===== config.mk =====
export PLATFORM = sky130hd
export DESIGN_NAME = ysyx_icache_flat
export DESIGN_NICKNAME = d
export VERILOG_FILES = /design/src/rtl/ysyx_icache_pkg.sv /design/src/rtl/ysyx_icache_if.sv /design/src/rtl/ysyx_icache_array.sv /design/src/rtl/ysyx_icache.sv /design/src/flat_wrapper.sv
export SDC_FILE = /design/constraint.sdc
export NUM_CORES = 2
export LEC_CHECK = 0
export CAP_MARGIN = 20
export CORE_MARGIN = 2
export CORE_UTILIZATION = 40
export CTS_CLUSTER_SIZE = 20
export DETAILED_ROUTE_END_ITERATION = 10
export GPL_ROUTABILITY_DRIVEN = 0
export PLACE_DENSITY = 0.56
export SKIP_LAST_GASP = 1
export SYNTH_ARGS = -nofsm -noshare
export SYNTH_HDL_FRONTEND = slang
export SYNTH_SLANG_ARGS = --single-unit

===== constraint.sdc =====
create_clock -name clk -period 4.8 [get_ports clk]
set_clock_uncertainty 0.15 [all_clocks]
set_input_delay 0.96 -clock clk [delete_from_list [all_inputs] [get_ports clk]]
set_output_delay 0.96 -clock clk [all_outputs]
set_load 0.02 [all_outputs]

===== src/rtl/ysyx_icache_pkg.sv =====
// ysyx_icache_pkg: shared state encoding and geometry helpers for the instruction cache.
package ysyx_icache_pkg;

    localparam int DEF_ADDR_W   = 32;
    localparam int DEF_DATA_W   = 32;
    localparam int DEF_SET_BITS = 4;
    localparam int DEF_OFF_BITS = 4;
    localparam int TAG_W        = DEF_ADDR_W - DEF_SET_BITS - DEF_OFF_BITS;
    localparam int WORDS        = 2 ** (DEF_OFF_BITS - 2);

    typedef enum logic [1:0] {IDLE, REFILL, RESP} icache_state_t;

    function automatic int tag_bits(input int addr_w, input int set_bits, input int off_bits);
        return addr_w - set_bits - off_bits;
    endfunction

    function automatic int line_words(input int off_bits);
        return 2 ** (off_bits - 2);
    endfunction

endpackage


===== src/rtl/ysyx_icache_if.sv =====
// ysyx_icache_if: IFU fetch port plus refill bus port; slave is the cache side.
interface ysyx_icache_if #(
    parameter int ADDR_W = 32,
    parameter int DATA_W = 32
);
    logic [ADDR_W-1:0] ifu_araddr;
    logic              ifu_arvalid;
    logic [DATA_W-1:0] ifu_rdata_o;
    logic              ifu_rvalid_o;
    logic              flush;
    logic [ADDR_W-1:0] bus_araddr_o;
    logic              bus_arvalid_o;
    logic [DATA_W-1:0] bus_rdata;
    logic              bus_rvalid;

    modport slave (
        input  ifu_araddr, ifu_arvalid, flush, bus_rdata, bus_rvalid,
        output ifu_rdata_o, ifu_rvalid_o, bus_araddr_o, bus_arvalid_o
    );

    modport master (
        output ifu_araddr, ifu_arvalid, flush, bus_rdata, bus_rvalid,
        input  ifu_rdata_o, ifu_rvalid_o, bus_araddr_o, bus_arvalid_o
    );
endinterface


===== src/rtl/ysyx_icache_array.sv =====
// ysyx_icache_array: tag/valid/data storage, asynchronous read, synchronous writes.
module ysyx_icache_array import ysyx_icache_pkg::*; #(
    parameter int SET_BITS = DEF_SET_BITS,
    parameter int OFF_BITS = DEF_OFF_BITS,
    parameter int TW       = TAG_W,
    parameter int DATA_W   = DEF_DATA_W
) (
    input  logic                  clk,
    input  logic                  rst,
    input  logic                  flush,
    input  logic [SET_BITS-1:0]   rd_idx,
    input  logic [OFF_BITS-3:0]   rd_sel,
    output logic                  rd_valid,
    output logic [TW-1:0]         rd_tag,
    output logic [DATA_W-1:0]     rd_word,
    input  logic                  we,
    input  logic [SET_BITS-1:0]   w_idx,
    input  logic [OFF_BITS-3:0]   w_sel,
    input  logic [DATA_W-1:0]     w_data,
    input  logic                  tag_we,
    input  logic [TW-1:0]         w_tag,
    input  logic                  w_valid
);
    localparam int SETS = 2 ** SET_BITS;
    localparam int NW   = line_words(OFF_BITS);

    logic [SETS-1:0]   valid;
    logic [TW-1:0]     tags [SETS];
    logic [DATA_W-1:0] data [SETS][NW];

    assign rd_valid = valid[rd_idx];
    assign rd_tag   = tags[rd_idx];
    assign rd_word  = data[rd_idx][rd_sel];

    // Flush wins over a same-cycle tag write so a coincident fence.i never leaves a line valid.
    always_ff @(posedge clk) begin
        if (rst || flush) valid <= '0;
        else if (tag_we) valid[w_idx] <= w_valid;
    end

    always_ff @(posedge clk) begin
        if (tag_we) tags[w_idx] <= w_tag;
        if (we) data[w_idx][w_sel] <= w_data;
    end
endmodule


===== src/rtl/ysyx_icache.sv =====
// ysyx_icache: direct-mapped I-cache with 4-word line refill and fence.i flush.
// Optional perf counters hit_cnt_o/miss_cnt_o are built when YSYX_ICACHE_PERF_EN is defined.
module ysyx_icache import ysyx_icache_pkg::*; #(
    parameter int ADDR_W   = DEF_ADDR_W,
    parameter int DATA_W   = DEF_DATA_W,
    parameter int SET_BITS = DEF_SET_BITS,
    parameter int OFF_BITS = DEF_OFF_BITS
) (
    input  logic        clk,
    input  logic        rst,
`ifdef YSYX_ICACHE_PERF_EN
    output logic [31:0] hit_cnt_o,
    output logic [31:0] miss_cnt_o,
`endif
    ysyx_icache_if.slave io
);
    localparam int TW = tag_bits(ADDR_W, SET_BITS, OFF_BITS);
    localparam int WB = OFF_BITS - 2;
    localparam int LW = ADDR_W - OFF_BITS;

    icache_state_t     state, state_nx;
    logic [WB-1:0]     cnt, req_word;
    logic [LW-1:0]     base;
    logic              drop;
    logic [DATA_W-1:0] rdata_q;
    logic              rd_valid;
    logic [TW-1:0]     rd_tag;
    logic [DATA_W-1:0] rd_word;
    logic              lookup, hit, beat, last_beat, unused_ok;

    assign lookup    = state == IDLE && io.ifu_arvalid;
    assign hit       = rd_valid && rd_tag == io.ifu_araddr[ADDR_W-1 -: TW] && !io.flush;
    assign beat      = state == REFILL && io.bus_rvalid;
    assign last_beat = beat && &cnt;
    assign unused_ok = ^io.ifu_araddr[1:0];

    ysyx_icache_array #(
        .SET_BITS(SET_BITS),
        .OFF_BITS(OFF_BITS),
        .TW      (TW),
        .DATA_W  (DATA_W)
    ) u_array (
        .clk     (clk),
        .rst     (rst),
        .flush   (io.flush),
        .rd_idx  (io.ifu_araddr[OFF_BITS +: SET_BITS]),
        .rd_sel  (io.ifu_araddr[2 +: WB]),
        .rd_valid(rd_valid),
        .rd_tag  (rd_tag),
        .rd_word (rd_word),
        .we      (beat),
        .w_idx   (base[SET_BITS-1:0]),
        .w_sel   (cnt),
        .w_data  (io.bus_rdata),
        .tag_we  (last_beat),
        .w_tag   (base[LW-1 -: TW]),
        .w_valid (!(drop || io.flush))
    );

    always_ff @(posedge clk) begin
        if (rst) state <= IDLE;
        else state <= state_nx;
    end

    always_comb begin
        state_nx = state == IDLE   ? (io.ifu_arvalid ? (hit ? RESP : REFILL) : IDLE) :
                   state == REFILL ? (last_beat ? RESP : REFILL) : IDLE;
    end

    always_comb begin
        io.bus_arvalid_o = state == REFILL;
        io.bus_araddr_o  = {base, cnt, 2'b00};
        io.ifu_rvalid_o  = state == RESP;
        io.ifu_rdata_o   = rdata_q;
    end

    // The requested word is taken straight off the bus so the response never re-reads the array.
    always_ff @(posedge clk) begin
        if (rst) begin
            cnt      <= '0;
            req_word <= '0;
            base     <= '0;
            drop     <= 1'b0;
            rdata_q  <= '0;
        end else if (lookup) begin
            if (hit) rdata_q <= rd_word;
            else begin
                base     <= io.ifu_araddr[ADDR_W-1:OFF_BITS];
                cnt      <= '0;
                req_word <= io.ifu_araddr[2 +: WB];
                drop     <= 1'b0;
            end
        end else if (state == REFILL) begin
            if (io.flush) drop <= 1'b1;
            if (io.bus_rvalid) begin
                cnt <= cnt + 1'b1;
                if (cnt == req_word) rdata_q <= io.bus_rdata;
            end
        end
    end

`ifdef YSYX_ICACHE_PERF_EN
    always_ff @(posedge clk) begin
        if (rst) begin
            hit_cnt_o  <= '0;
            miss_cnt_o <= '0;
        end else if (lookup) begin
            if (hit) hit_cnt_o <= hit_cnt_o + 32'd1;
            else miss_cnt_o <= miss_cnt_o + 32'd1;
        end
    end
`endif
endmodule

===== src/flat_wrapper.sv =====
// flat-port wrapper written by rule: the top's interface ports become plain ports
module ysyx_icache_flat import ysyx_icache_pkg::*;
#(
    parameter int ADDR_W   = DEF_ADDR_W,
    parameter int DATA_W   = DEF_DATA_W,
    parameter int SET_BITS = DEF_SET_BITS,
    parameter int OFF_BITS = DEF_OFF_BITS
)
  (clk, rst, io_ifu_araddr, io_ifu_arvalid, io_flush, io_bus_rdata, io_bus_rvalid, io_ifu_rdata_o, io_ifu_rvalid_o, io_bus_araddr_o, io_bus_arvalid_o);
  ysyx_icache_if #(.ADDR_W(ADDR_W), .DATA_W(DATA_W)) io_i ();
  input  logic clk;
  input  logic rst;
  input wire logic [$bits(io_i.ifu_araddr)-1:0] io_ifu_araddr;
  input wire logic [$bits(io_i.ifu_arvalid)-1:0] io_ifu_arvalid;
  input wire logic [$bits(io_i.flush)-1:0] io_flush;
  input wire logic [$bits(io_i.bus_rdata)-1:0] io_bus_rdata;
  input wire logic [$bits(io_i.bus_rvalid)-1:0] io_bus_rvalid;
  output wire logic [$bits(io_i.ifu_rdata_o)-1:0] io_ifu_rdata_o;
  output wire logic [$bits(io_i.ifu_rvalid_o)-1:0] io_ifu_rvalid_o;
  output wire logic [$bits(io_i.bus_araddr_o)-1:0] io_bus_araddr_o;
  output wire logic [$bits(io_i.bus_arvalid_o)-1:0] io_bus_arvalid_o;
  assign io_i.ifu_araddr = io_ifu_araddr;
  assign io_i.ifu_arvalid = io_ifu_arvalid;
  assign io_i.flush = io_flush;
  assign io_i.bus_rdata = io_bus_rdata;
  assign io_i.bus_rvalid = io_bus_rvalid;
  assign io_ifu_rdata_o = io_i.ifu_rdata_o;
  assign io_ifu_rvalid_o = io_i.ifu_rvalid_o;
  assign io_bus_araddr_o = io_i.bus_araddr_o;
  assign io_bus_arvalid_o = io_i.bus_arvalid_o;
  ysyx_icache #(.ADDR_W(ADDR_W), .DATA_W(DATA_W), .SET_BITS(SET_BITS), .OFF_BITS(OFF_BITS)) u_core (.clk(clk), .rst(rst), .io(io_i));
endmodule

==> results_dict.tcl <==
set metrics [dict create \
    grt_pass1_wl_mm 356 \
    crit_arrival_ns 4.50 \
    status "complete, no violations" \
    post_drt_via_cell_ratio 5.73 \
    post-route-util_pct 46.9 \
    critPathCaptureType "register" \
    wire_per_inst_um 31.9 \
    ir_drop_uv 316 \
    firstDrtPassIters 5 \
    cts.clk_slew.worst_paths_ns 0.06 \
    gr-usage-all-layers_pct 20.6 \
    switching_share_pct 20.6 \
    coreArea_um2 241000 \
    antenna_found_initial 23 \
    io_pins 135 \
    synth_cell_types 61 \
    setup-tns-final_ns 0 \
    ctsResizeCount 0 \
    p_switching_w 0.00967 \
    fp-row-count 180 \
    syn-instance-count 4149 \
    ys_seq_area_share_pct 77.0 \
    yosys_most_used_dff "edfxtp_1" \
    avgSynthCellArea_um2 23.4 \
    drcViolationCount 0 \
    slew_headroom_pct 20.5 \
    finalPower_w 0.0469 \
    critical_path.startpoint "io_ifu_araddr[4]" \
    grt_pass1_vias 46400 \
    cts_htree_levels 5 \
    num_vias 45700 \
    worstMarginPinSlew_ns 1.18 \
    cts_tree "built" \
    internal_power_w 0.0372 \
    antenna_left 0 \
    period_share_pct 80.7 \
    min_from "io_bus_rdata[8]" \
    cp_max_fo 32 \
    fmax_mhz 258 \
    grt_setup_unrepaired "no" \
    synth_seq_cells 2515 \
    slew_violations 0 \
    stdcell_count 7966 \
    drive_gt1_share_pct 31.5 \
    syn2layout_area_growth_pct 16.5 \
    synth_edf_count 2432 \
    clock_power_share_pct 43.4 \
    insertion_delay_ns 0.91 \
    power.leakage_nw 35.2 \
    setup_viol 0 \
    path_class "in2reg" \
    synthArstFlopShare_pct 0 \
    finalCriticalPeriod_ns 3.87 \
    grt_start_max_net_pins 77 \
    register_area_um2 74700 \
    start_util_pct 40.3 \
    timing.rr.start "u_core.u_array.tags[10][17]$_DFFE_PP_" \
    post-place-cells 7478 \
    io_buffers 130 \
    ctsHoldBuffers 0 \
    post_cts_buffers 0 \
    drt_iter0_markers 4884 \
    worst_ep_required_time_ns 5.43 \
    die_h_um 497 \
    min_path_type "in2reg" \
    powerDensity_nw_per_um2 415 \
    drt_wl_total_mm 254 \
    globalRouteOverflowTotal 0 \
    fillers 19700 \
    drv_cap 0 \
    syn_area_um2 97100 \
    cts_sinks 2515 \
    crit_path_start_kind "primary input" \
    nets 4653 \
    cts_buffers 275 \
    cts_root_buf "clkbuf_16" \
    pwr-share-seq_pct 51.7 \
    multi_input_area_um2 21700 \
    dieArea_um2 247000 \
    mostFrequentLayoutCells "2432 x edfxtp_1, 749 x mux4_2, 283 x clkbuf_16, 171 x buf_4, 102 x mux2i_1" \
    hpwlAfterDp_mm 142 \
    die_x_um 497 \
    layout_commonest_cell "edfxtp_1" \
    clock_path_buffers 4 \
    hold_viol 0 \
    yosysWarnings 0 \
    pwr-share-comb_pct 4.9 \
]
-- stage by stage --
| step | instance area [um^2] | hold slack, ns | setup WS [ns] |
|---|---|---|---|
| final | 113000 | 0.199 | 0.925 |
| after floorplan | 97100 | 0.300 | -0.0728 |
| after global placement | 104000 | 0.309 | 0.0341 |
| after detailed placement | 104000 | 0.319 | 0.0199 |
| after CTS | 113000 | 0.300 | 0.981 |
| after global routing | 113000 | 0.172 | 0.810 |
-- layout make-up --
cell class | instances | share of cell area [%]
Clock buffer | 364 | 6.72
Multi-Input combinational cell | 1398 | 19.2
Tap cell | 3185 | 3.52
Inverter | 8 | 0.0332
Sequential cell | 2515 | 66.1
Timing Repair Buffer | 382 | 3.61
Clock inverter | 106 | 0.882
Antenna cell | 8 | 0.0177
-- routing by layer --
layer	global-route usage (%)	up-vias	wire length, um
met2	33.4	1591	125000
met5	0	-	30
met1	29.5	25200	108000
li1	-	18500	-
met3	3.32	290	16600
met4	4.47	4	4620
-- power groups by stage --
stage | clock network, W | registers (W) | logic, W
6_report | 0.0203 | 0.0242 | 0.00232
5_1_grt | 0.0216 | 0.0242 | 0.00247
4_1_cts | 0.0207 | 0.0242 | 0.00233
3_5_place_dp | 0 | 0.0247 | 0.00232
3_3_place_gp | 0 | 0.0247 | 0.00230
2_1_floorplan | 0 | 0.0247 | 0.00128
-- registers in the layout, indices dropped and copies added, names as in the netlist --
signal,cells
u_core.base,28
u_core.cnt,2
u_core.drop,1
u_core.io.ifu_rdata_o,32
u_core.req_word,2
u_core.state,2
u_core.u_array.data,2048
u_core.u_array.tags,384
u_core.u_array.valid,16
-- cell families after synthesis --
| family | count (synthesis) | synth area share, % |
|---|---|---|
| flip-flops | 2515 | 77.0 |
| multiplexers | 885 | 18.8 |
| AND/OR/NAND/NOR | 370 | 1.89 |
| buffers and inverters | 237 | 1.24 |
| AO/OA/AOI/OAI | 100 | 0.694 |
| XOR/XNOR | 37 | 0.334 |
| adder cells (fa/ha/maj) | 4 | 0.0516 |
| other | 1 | 0.00386 |
-- worst max-delay path: stages --
cell and delay (ns):
buf_8 0.29, buf_12 0.23, mux4_2 0.52, mux2i_1 0.20
xnor2_1 0.15, a2111oi_0 0.45, buf_4 0.19, a31oi_1 0.04
nor3_2 0.23, nand4_2 0.27, o21ai_4 0.23, buf_12 0.31
mux2_2 0.38
-- cell usage after synthesis, types with 3 or more instances --
library cell	count	area [um^2]
edfxtp_1	2432	73000
mux4_2	749	16900
nor2_1	143	537
buf_2	126	631
mux2i_1	102	1020
dfxtp_1	83	1660
nand2b_1	61	382
clkbuf_1	58	218
nor2b_1	44	275
nor3_1	37	185
nand2_1	35	131
xnor2_1	29	254
a21oi_1	27	135
o21ai_0	22	110
buf_1	19	71.3
mux2_2	19	214
or3_1	17	106
buf_6	15	169
mux2_1	15	169
buf_4	11	82.6
nand3_1	10	50.1
xor2_1	8	70.1
a211oi_1	7	52.6
and2_1	6	37.5
a22o_1	5	43.8
a31oi_1	5	31.3
inv_1	5	18.8
a22oi_1	4	30.0
ha_1	4	50.1
nor4_1	4	25.0
a221oi_1	3	26.3
nand3b_1	3	22.5
nand4_1	3	18.8
o211ai_1	3	22.5
o22ai_1	3	18.8
-- path summary, 6_finish.rpt --
kind                                                                to  slack [ns]  cells after the start
worst min-delay path             u_core.u_array.data[10][72]$_DFFE_PP_        0.20                      1
worst min register to register   u_core.u_array.valid[12]$_SDFFE_PP0P_        0.32                      2
worst max register to register  u_core.io.ifu_rdata_o[14]$_SDFFE_PP0P_        1.20                      9
worst max-delay path            u_core.io.ifu_rdata_o[14]$_SDFFE_PP0P_        0.93                     13
Power figures use the tool's default switching activity.
